File: src/rtl/cgra_kernel_loader.sv
// Kernel image loader: copies len 32-bit words from system memory into CGRA
// context memory, one read followed by one write per word, with sticky abort.
module cgra_kernel_loader #(
    parameter int unsigned ADDR_WIDTH = 32,
    parameter int unsigned DATA_WIDTH = 32,
    parameter int unsigned LEN_WIDTH  = 16
) (
    input  logic                  clk_i,
    input  logic                  rst_ni,
    input  logic                  start_i,
    input  logic [ADDR_WIDTH-1:0] src_addr_i,
    input  logic [ADDR_WIDTH-1:0] dst_addr_i,
    input  logic [LEN_WIDTH-1:0]  len_i,
    input  logic                  abort_i,
    output logic                  busy_o,
    output logic                  done_o,
    output logic                  aborted_o,
    output logic [LEN_WIDTH-1:0]  words_done_o,
    output logic                  rd_req_o,
    output logic [ADDR_WIDTH-1:0] rd_addr_o,
    input  logic                  rd_gnt_i,
    input  logic                  rd_rvalid_i,
    input  logic [DATA_WIDTH-1:0] rd_rdata_i,
    output logic                  cm_req_o,
    output logic [ADDR_WIDTH-1:0] cm_add_o,
    output logic                  cm_we_o,
    output logic [3:0]            cm_be_o,
    output logic [DATA_WIDTH-1:0] cm_wdata_o,
    input  logic                  cm_gnt_i,
    input  logic                  cm_rvalid_i
);

    typedef enum logic [2:0] {
        IDLE    = 3'd0,
        RD_REQ  = 3'd1,
        RD_WAIT = 3'd2,
        WR_REQ  = 3'd3,
        WR_WAIT = 3'd4,
        DONE    = 3'd5
    } state_e;

    localparam logic [ADDR_WIDTH-1:0] WORD_STEP = ADDR_WIDTH'(3'd4);

    state_e                state_q, state_d;
    logic [ADDR_WIDTH-1:0] src_q, src_d;
    logic [ADDR_WIDTH-1:0] dst_q, dst_d;
    logic [LEN_WIDTH-1:0]  len_q, len_d;
    logic [LEN_WIDTH-1:0]  words_q, words_d;
    logic [DATA_WIDTH-1:0] data_q, data_d;
    logic                  abort_q, abort_d;
    logic                  aborted_q, aborted_d;

    logic                  busy_q, done_q, rd_req_q, cm_req_q;
    logic [ADDR_WIDTH-1:0] rd_addr_q, cm_add_q;
    logic [DATA_WIDTH-1:0] cm_wdata_q;

    logic [LEN_WIDTH-1:0]  words_inc_s;
    logic                  abort_now_s;
    logic                  unused_addr_lsb_s;

    assign words_inc_s       = words_q + LEN_WIDTH'(1'b1);
    assign abort_now_s       = abort_q | abort_i;
    assign unused_addr_lsb_s = ^{src_addr_i[1:0], dst_addr_i[1:0]};

    // Next-state logic: sequencing, pointer advance and sticky abort capture.
    always_comb begin
        state_d   = state_q;
        src_d     = src_q;
        dst_d     = dst_q;
        len_d     = len_q;
        words_d   = words_q;
        data_d    = data_q;
        abort_d   = abort_q;
        aborted_d = aborted_q;

        if ((state_q inside {RD_REQ, RD_WAIT, WR_REQ, WR_WAIT}) && abort_i) begin
            abort_d = 1'b1;
        end else begin
            abort_d = abort_q;
        end

        case (state_q)
            IDLE: begin
                if (start_i) begin
                    src_d     = {src_addr_i[ADDR_WIDTH-1:2], 2'b00};
                    dst_d     = {dst_addr_i[ADDR_WIDTH-1:2], 2'b00};
                    len_d     = len_i;
                    words_d   = '0;
                    abort_d   = 1'b0;
                    aborted_d = 1'b0;
                    if (len_i != '0) begin
                        state_d = RD_REQ;
                    end else begin
                        state_d = DONE;
                    end
                end else begin
                    state_d = IDLE;
                end
            end
            RD_REQ: begin
                if (rd_gnt_i) begin
                    state_d = RD_WAIT;
                end else begin
                    state_d = RD_REQ;
                end
            end
            RD_WAIT: begin
                if (rd_rvalid_i) begin
                    data_d  = rd_rdata_i;
                    state_d = WR_REQ;
                end else begin
                    state_d = RD_WAIT;
                end
            end
            WR_REQ: begin
                if (cm_gnt_i) begin
                    state_d = WR_WAIT;
                end else begin
                    state_d = WR_REQ;
                end
            end
            WR_WAIT: begin
                if (cm_rvalid_i) begin
                    words_d = words_inc_s;
                    src_d   = src_q + WORD_STEP;
                    dst_d   = dst_q + WORD_STEP;
                    // An abort raised in this very cycle still counts.
                    if ((words_inc_s == len_q) || abort_now_s) begin
                        aborted_d = abort_now_s;
                        state_d   = DONE;
                    end else begin
                        state_d   = RD_REQ;
                    end
                end else begin
                    state_d = WR_WAIT;
                end
            end
            DONE: begin
                state_d = IDLE;
            end
            default: begin
                state_d = IDLE;
            end
        endcase
    end

    // Internal state registers.
    always_ff @(posedge clk_i or negedge rst_ni) begin
        if (!rst_ni) begin
            state_q   <= IDLE;
            src_q     <= '0;
            dst_q     <= '0;
            len_q     <= '0;
            words_q   <= '0;
            data_q    <= '0;
            abort_q   <= 1'b0;
            aborted_q <= 1'b0;
        end else begin
            state_q   <= state_d;
            src_q     <= src_d;
            dst_q     <= dst_d;
            len_q     <= len_d;
            words_q   <= words_d;
            data_q    <= data_d;
            abort_q   <= abort_d;
            aborted_q <= aborted_d;
        end
    end

    // Registered bus/status outputs decoded from the next state; addresses
    // and write data only load on entry to their request state, so they hold
    // steady until grant and keep their last value afterwards.
    always_ff @(posedge clk_i or negedge rst_ni) begin
        if (!rst_ni) begin
            busy_q     <= 1'b0;
            done_q     <= 1'b0;
            rd_req_q   <= 1'b0;
            cm_req_q   <= 1'b0;
            rd_addr_q  <= '0;
            cm_add_q   <= '0;
            cm_wdata_q <= '0;
        end else begin
            busy_q   <= (state_d != IDLE);
            done_q   <= (state_d == DONE);
            rd_req_q <= (state_d == RD_REQ);
            cm_req_q <= (state_d == WR_REQ);
            if (state_d == RD_REQ) begin
                rd_addr_q <= src_d;
            end else begin
                rd_addr_q <= rd_addr_q;
            end
            if (state_d == WR_REQ) begin
                cm_add_q   <= dst_d;
                cm_wdata_q <= data_d;
            end else begin
                cm_add_q   <= cm_add_q;
                cm_wdata_q <= cm_wdata_q;
            end
        end
    end

    assign busy_o       = busy_q;
    assign done_o       = done_q;
    assign aborted_o    = aborted_q;
    assign words_done_o = words_q;
    assign rd_req_o     = rd_req_q;
    assign rd_addr_o    = rd_addr_q;
    assign cm_req_o     = cm_req_q;
    assign cm_add_o     = cm_add_q;
    assign cm_we_o      = cm_req_q;
    assign cm_be_o      = 4'hF;
    assign cm_wdata_o   = cm_wdata_q;

endmodule

File: config.mk
export PLATFORM = sky130hd
export DESIGN_NAME = cgra_kernel_loader
export DESIGN_NICKNAME = d
export VERILOG_FILES = /design/src/rtl/cgra_kernel_loader.sv
export SDC_FILE = /design/constraint.sdc
export NUM_CORES = 1
export LEC_CHECK = 0
export ABC_AREA = 1
export CAP_MARGIN = 20
export CORE_MARGIN = 3
export CORE_UTILIZATION = 50
export CTS_BUF_LIST = sky130_fd_sc_hd__clkbuf_2
export CTS_CLUSTER_SIZE = 28
export DETAILED_ROUTE_END_ITERATION = 7
export HOLD_SLACK_MARGIN = 0.02
export PLACE_DENSITY = 0.8
export SYNTH_ARGS = -nofsm -noshare
export SYNTH_HDL_FRONTEND = slang
export SYNTH_SLANG_ARGS = --single-unit
File: constraint.sdc
create_clock -name clk_i -period 4.27 [get_ports clk_i]
set_input_delay 0.427 -clock clk_i [delete_from_list [all_inputs] [get_ports clk_i]]
set_output_delay 0.427 -clock clk_i [all_outputs]
set_load 0.02 [all_outputs]
==> impl_metrics.csv <==
group,metric,value,unit
outcome,status,"finished, final reports clean",
global_routing,grt_overflow,0,
critical_path,required,5.07,ns
global_routing,grt_max_degree,99,
floorplan,dieArea,0.0243,mm^2
placed_design,hpwl,21600,um
placed_design,port_buffers,233,
timing,setup_tns,0,ns
power_and_ir_drop,ir_drop,0.000447,V
power_and_ir_drop,total_power,9670,uW
routing,routedWlPerCell,15.9,um
routing,drtAntennaViolNets,0,
job,cap_viol_max_count,0,
layout,finalNonFillerCells,1929,
timing,finalHoldViolations,0,
hold_path,hold_path_class,"in -> reg",
floorplan,pin_count,242,
synth,ys_async_sr_fraction,1.00,
routing,finalWirelength,30700,um
layout,fin_nets,1725,
synth,synthSimpleGateAreaFrac,0.275,
clock_tree,cts.sinks,233,
global_routing,grt_usage,0.254,
synth,synthesis.area,0.0112,mm^2
clock_tree,clk_latency,0.88,ns
synth,synth-seq-cells,233,
synth,yosys_warnings,0,
synth,synth_top_family_by_area,"simple AND/OR/NAND/NOR gates",
synth,synth_top_cell_area_share,0.519,
routing,drc,0,
clock_tree,cts_resized,0,
synth,yosysTopAreaCell,"dfrtp_1",
synth,yosysSeqAreaShare,0.519,
timing,period_minus_slack,2.95,ns
floorplan,start_util,0.512,
placed_design,place_inst,1820,
clock_tree,root_buffer,"clkbuf_2",
critical_path,arrival,3.75,ns
clock_tree,tritoncts,"done",
critical_path,endpoint_kind,"register",
routing,drt_first_pass_iters,6,
timing,rsz0062_at_grt,"no",
layout,area_growth,27.8,%
floorplan,coreArea,0.0220,mm^2
timing,relSlewSlack,0.365,
clock_tree,htreeDepth,2,
synth,synthMuxAreaShare,0.0330,
routing,num_vias,10300,
synth,syn_area_per_cell,8.37,um^2
power_and_ir_drop,power.density,673,mW/mm^2
routing,drtIter0Drc,739,
routing,viasPerCell,5.33,
synth,synth_ff_type,"dfrtp_1",
floorplan,die_w,156,um
critical_path,critPathKind,"reg -> reg",
clock_tree,post-cts-setup-buffers,0,
critical_path,startpoint_type,"register",
synth,synth-compound-area-share,0.0932,
timing,final.period_utilization,0.691,
synth,synthTopCellsByArea,"dfrtp_1, nand2_1, mux2_2",
synth,synth_xor_area_frac,0.0195,
clock_tree,cts_buffer_depth,3,
timing,worst_pin_slew,0.950,ns
floorplan,std_cell_rows,54,
global_routing,grt_pass1_wl,50400,um
placed_design,gp_congestion,0.881,
timing,drv_slew,0,
clock_tree,cts_made_buffers,59,
clock_tree,clk_pin_slew_worst_paths,0.11,ns
timing,setup_viol,0,
synth,synthAdderAreaFrac,0.00334,
synth,yosys.cell_types.count,49,
critical_path,crit_fanout,33,
synth,synth_edf_count,0,
layout,drive_gt1_frac,0.103,
floorplan,chipHeight,156,um
global_routing,grt_pass1_vias,10400,
power_and_ir_drop,cellLeakagePower,0.00677,uW
global_routing,antenna_found_initial,5,
timing,finalClockSkew,0.0450,ns
synth,syn-instance-count,1343,
timing,clock.fmax,339,MHz
[registers in the layout, summed over array words and instances (netlist names)]
| signal | cells |
|---|---|
| abort_q | 1 |
| aborted_o | 1 |
| busy_o | 1 |
| cm_add_o | 32 |
| cm_req_o | 1 |
| cm_wdata_o | 32 |
| data_q | 32 |
| done_o | 1 |
| dst_q | 32 |
| len_q | 16 |
| rd_addr_o | 32 |
| rd_req_o | 1 |
| src_q | 32 |
| state_q | 3 |
| words_done_o | 16 |
[repair_timing]
item	4_1_cts	5_1_grt
hold endpoints to repair	94	0
endpoints found under the setup margin	0	0
hold buffers	1	0
[path summary, 6_finish.rpt]
path | startpoint | endpoint | slack, ns | cells after the start
min in group asynchronous | rst_ni | src_q[20]$_DFF_PN0_ | 0.17 | 2
worst min-delay path | len_i[13] | len_q[13]$_DFFE_PN0P_ | 0.16 | 3
worst max register to register | state_q[0]$_DFF_PN0_ | rd_addr_o[15]$_DFFE_PN0N_ | 1.32 | 13
max in group asynchronous | rst_ni | rd_addr_o[13]$_DFFE_PN0N_ | 2.99 | 3
worst min register to register | dst_q[1]$_DFF_PN0_ | dst_q[1]$_DFF_PN0_ | 0.47 | 2
worst max-delay path | state_q[0]$_DFF_PN0_ | rd_addr_o[15]$_DFFE_PN0N_ | 1.32 | 13
[cells by family after synthesis]
| family | after synthesis |
|---|---|
| buffers and inverters | 152 |
| flip-flops | 233 |
| AO/OA/AOI/OAI | 165 |
| other | 1 |
| multiplexers | 33 |
| AND/OR/NAND/NOR | 731 |
| adder cells (fa/ha/maj) | 3 |
| XOR/XNOR | 25 |
[power breakdown]
part / internal (uW) / switching (uW)
sequential: 3110 / 635
combinational: 1790 / 2610
clock: 604 / 920
[layout make-up]
class,instances,area [um^2]
Sequential cell,233,5830
Fill cell,1864,7600
Antenna cell,3,7.51
Timing Repair Buffer,246,2460
Clock inverter,19,110
Tap cell,280,350
Clock buffer,86,430
Multi-Input combinational cell,961,4790
Inverter,101,379
[Yosys cell counts (3+ instances only)]
master      n
clkbuf_1   22
nand4_1    15
mux2_2     32
inv_2      11
buf_1       9
o21ai_0    48
a22oi_1    46
nor3_2      4
xor2_1     14
nor3_1     22
buf_4       9
a31oi_1    18
buf_2       7
inv_1      90
nor4_1      6
ha_1        3
dfrtp_1   233
o211ai_1   13
o21ai_1     3
nor2_4      4
o21bai_1    3
nand3b_1    5
xnor2_1    11
nand2_1   506
a21oi_1    14
o22ai_1    10
nand3_1    71
nor2_1     81
nor2_2      4
buf_6       4
[stage by stage]
stage	util	hold WS (ns)	instance area (um^2)	worst slack (ns)
finish	0.654	0.157	14400	1.32
global route	0.654	0.0378	14400	0.869
CTS	0.654	0.0626	14400	1.28
detailed placement	0.629	0.445	13800	1.33
global placement	0.629	0.442	13800	1.38
floorplan	-	0.131	11200	2.13
[worst max-delay path: stages, from the launching register on]
cell,delay (ns)
dfrtp_1,0.39
inv_2,0.08
nand2_1,0.12
nor2_4,0.47
inv_2,0.35
nor2_8,0.29
nor2_2,0.16
nand3_2,0.12
inv_2,0.04
nor2_2,0.18
inv_2,0.09
nor2_8,0.40
nand2_1,0.13
nand2_1,0.08
[metal layers]
layer,share of wire,vias up,wire length (um),track usage
li1,-,4955,-,-
met1,0.42,4871,12900,0.331
met2,0.47,369,14500,0.414
met3,0.074,75,2270,0.0607
met4,0.030,4,930,0.0950
met5,0.0011,-,34,0
[cell usage in the layout (no fill, tap or decap), drive strengths merged, types with 3 or more instances in the layout]
master / netlist / final
clkbuf: 22 / 86
nor2: 91 / 91
o22ai: 10 / 10
nor4: 6 / 6
ha: 3 / 3
o21bai: 3 / 3
o211ai: 13 / 13
nand2: 508 / 508
o21ai: 51 / 51
inv: 101 / 101
nand3: 74 / 74
nor3: 26 / 26
buf: 29 / 13
xor2: 14 / 14
a21oi: 14 / 14
a31oi: 18 / 18
a22oi: 46 / 46
mux2: 32 / 32
nand3b: 5 / 5
diode: 0 / 3
conb: 1 / 4
clkdlybuf4s50: 0 / 232
clkinv: 0 / 17
nand4: 16 / 16
dfrtp: 233 / 233
xnor2: 11 / 11
Power figures use the tool's default switching activity.
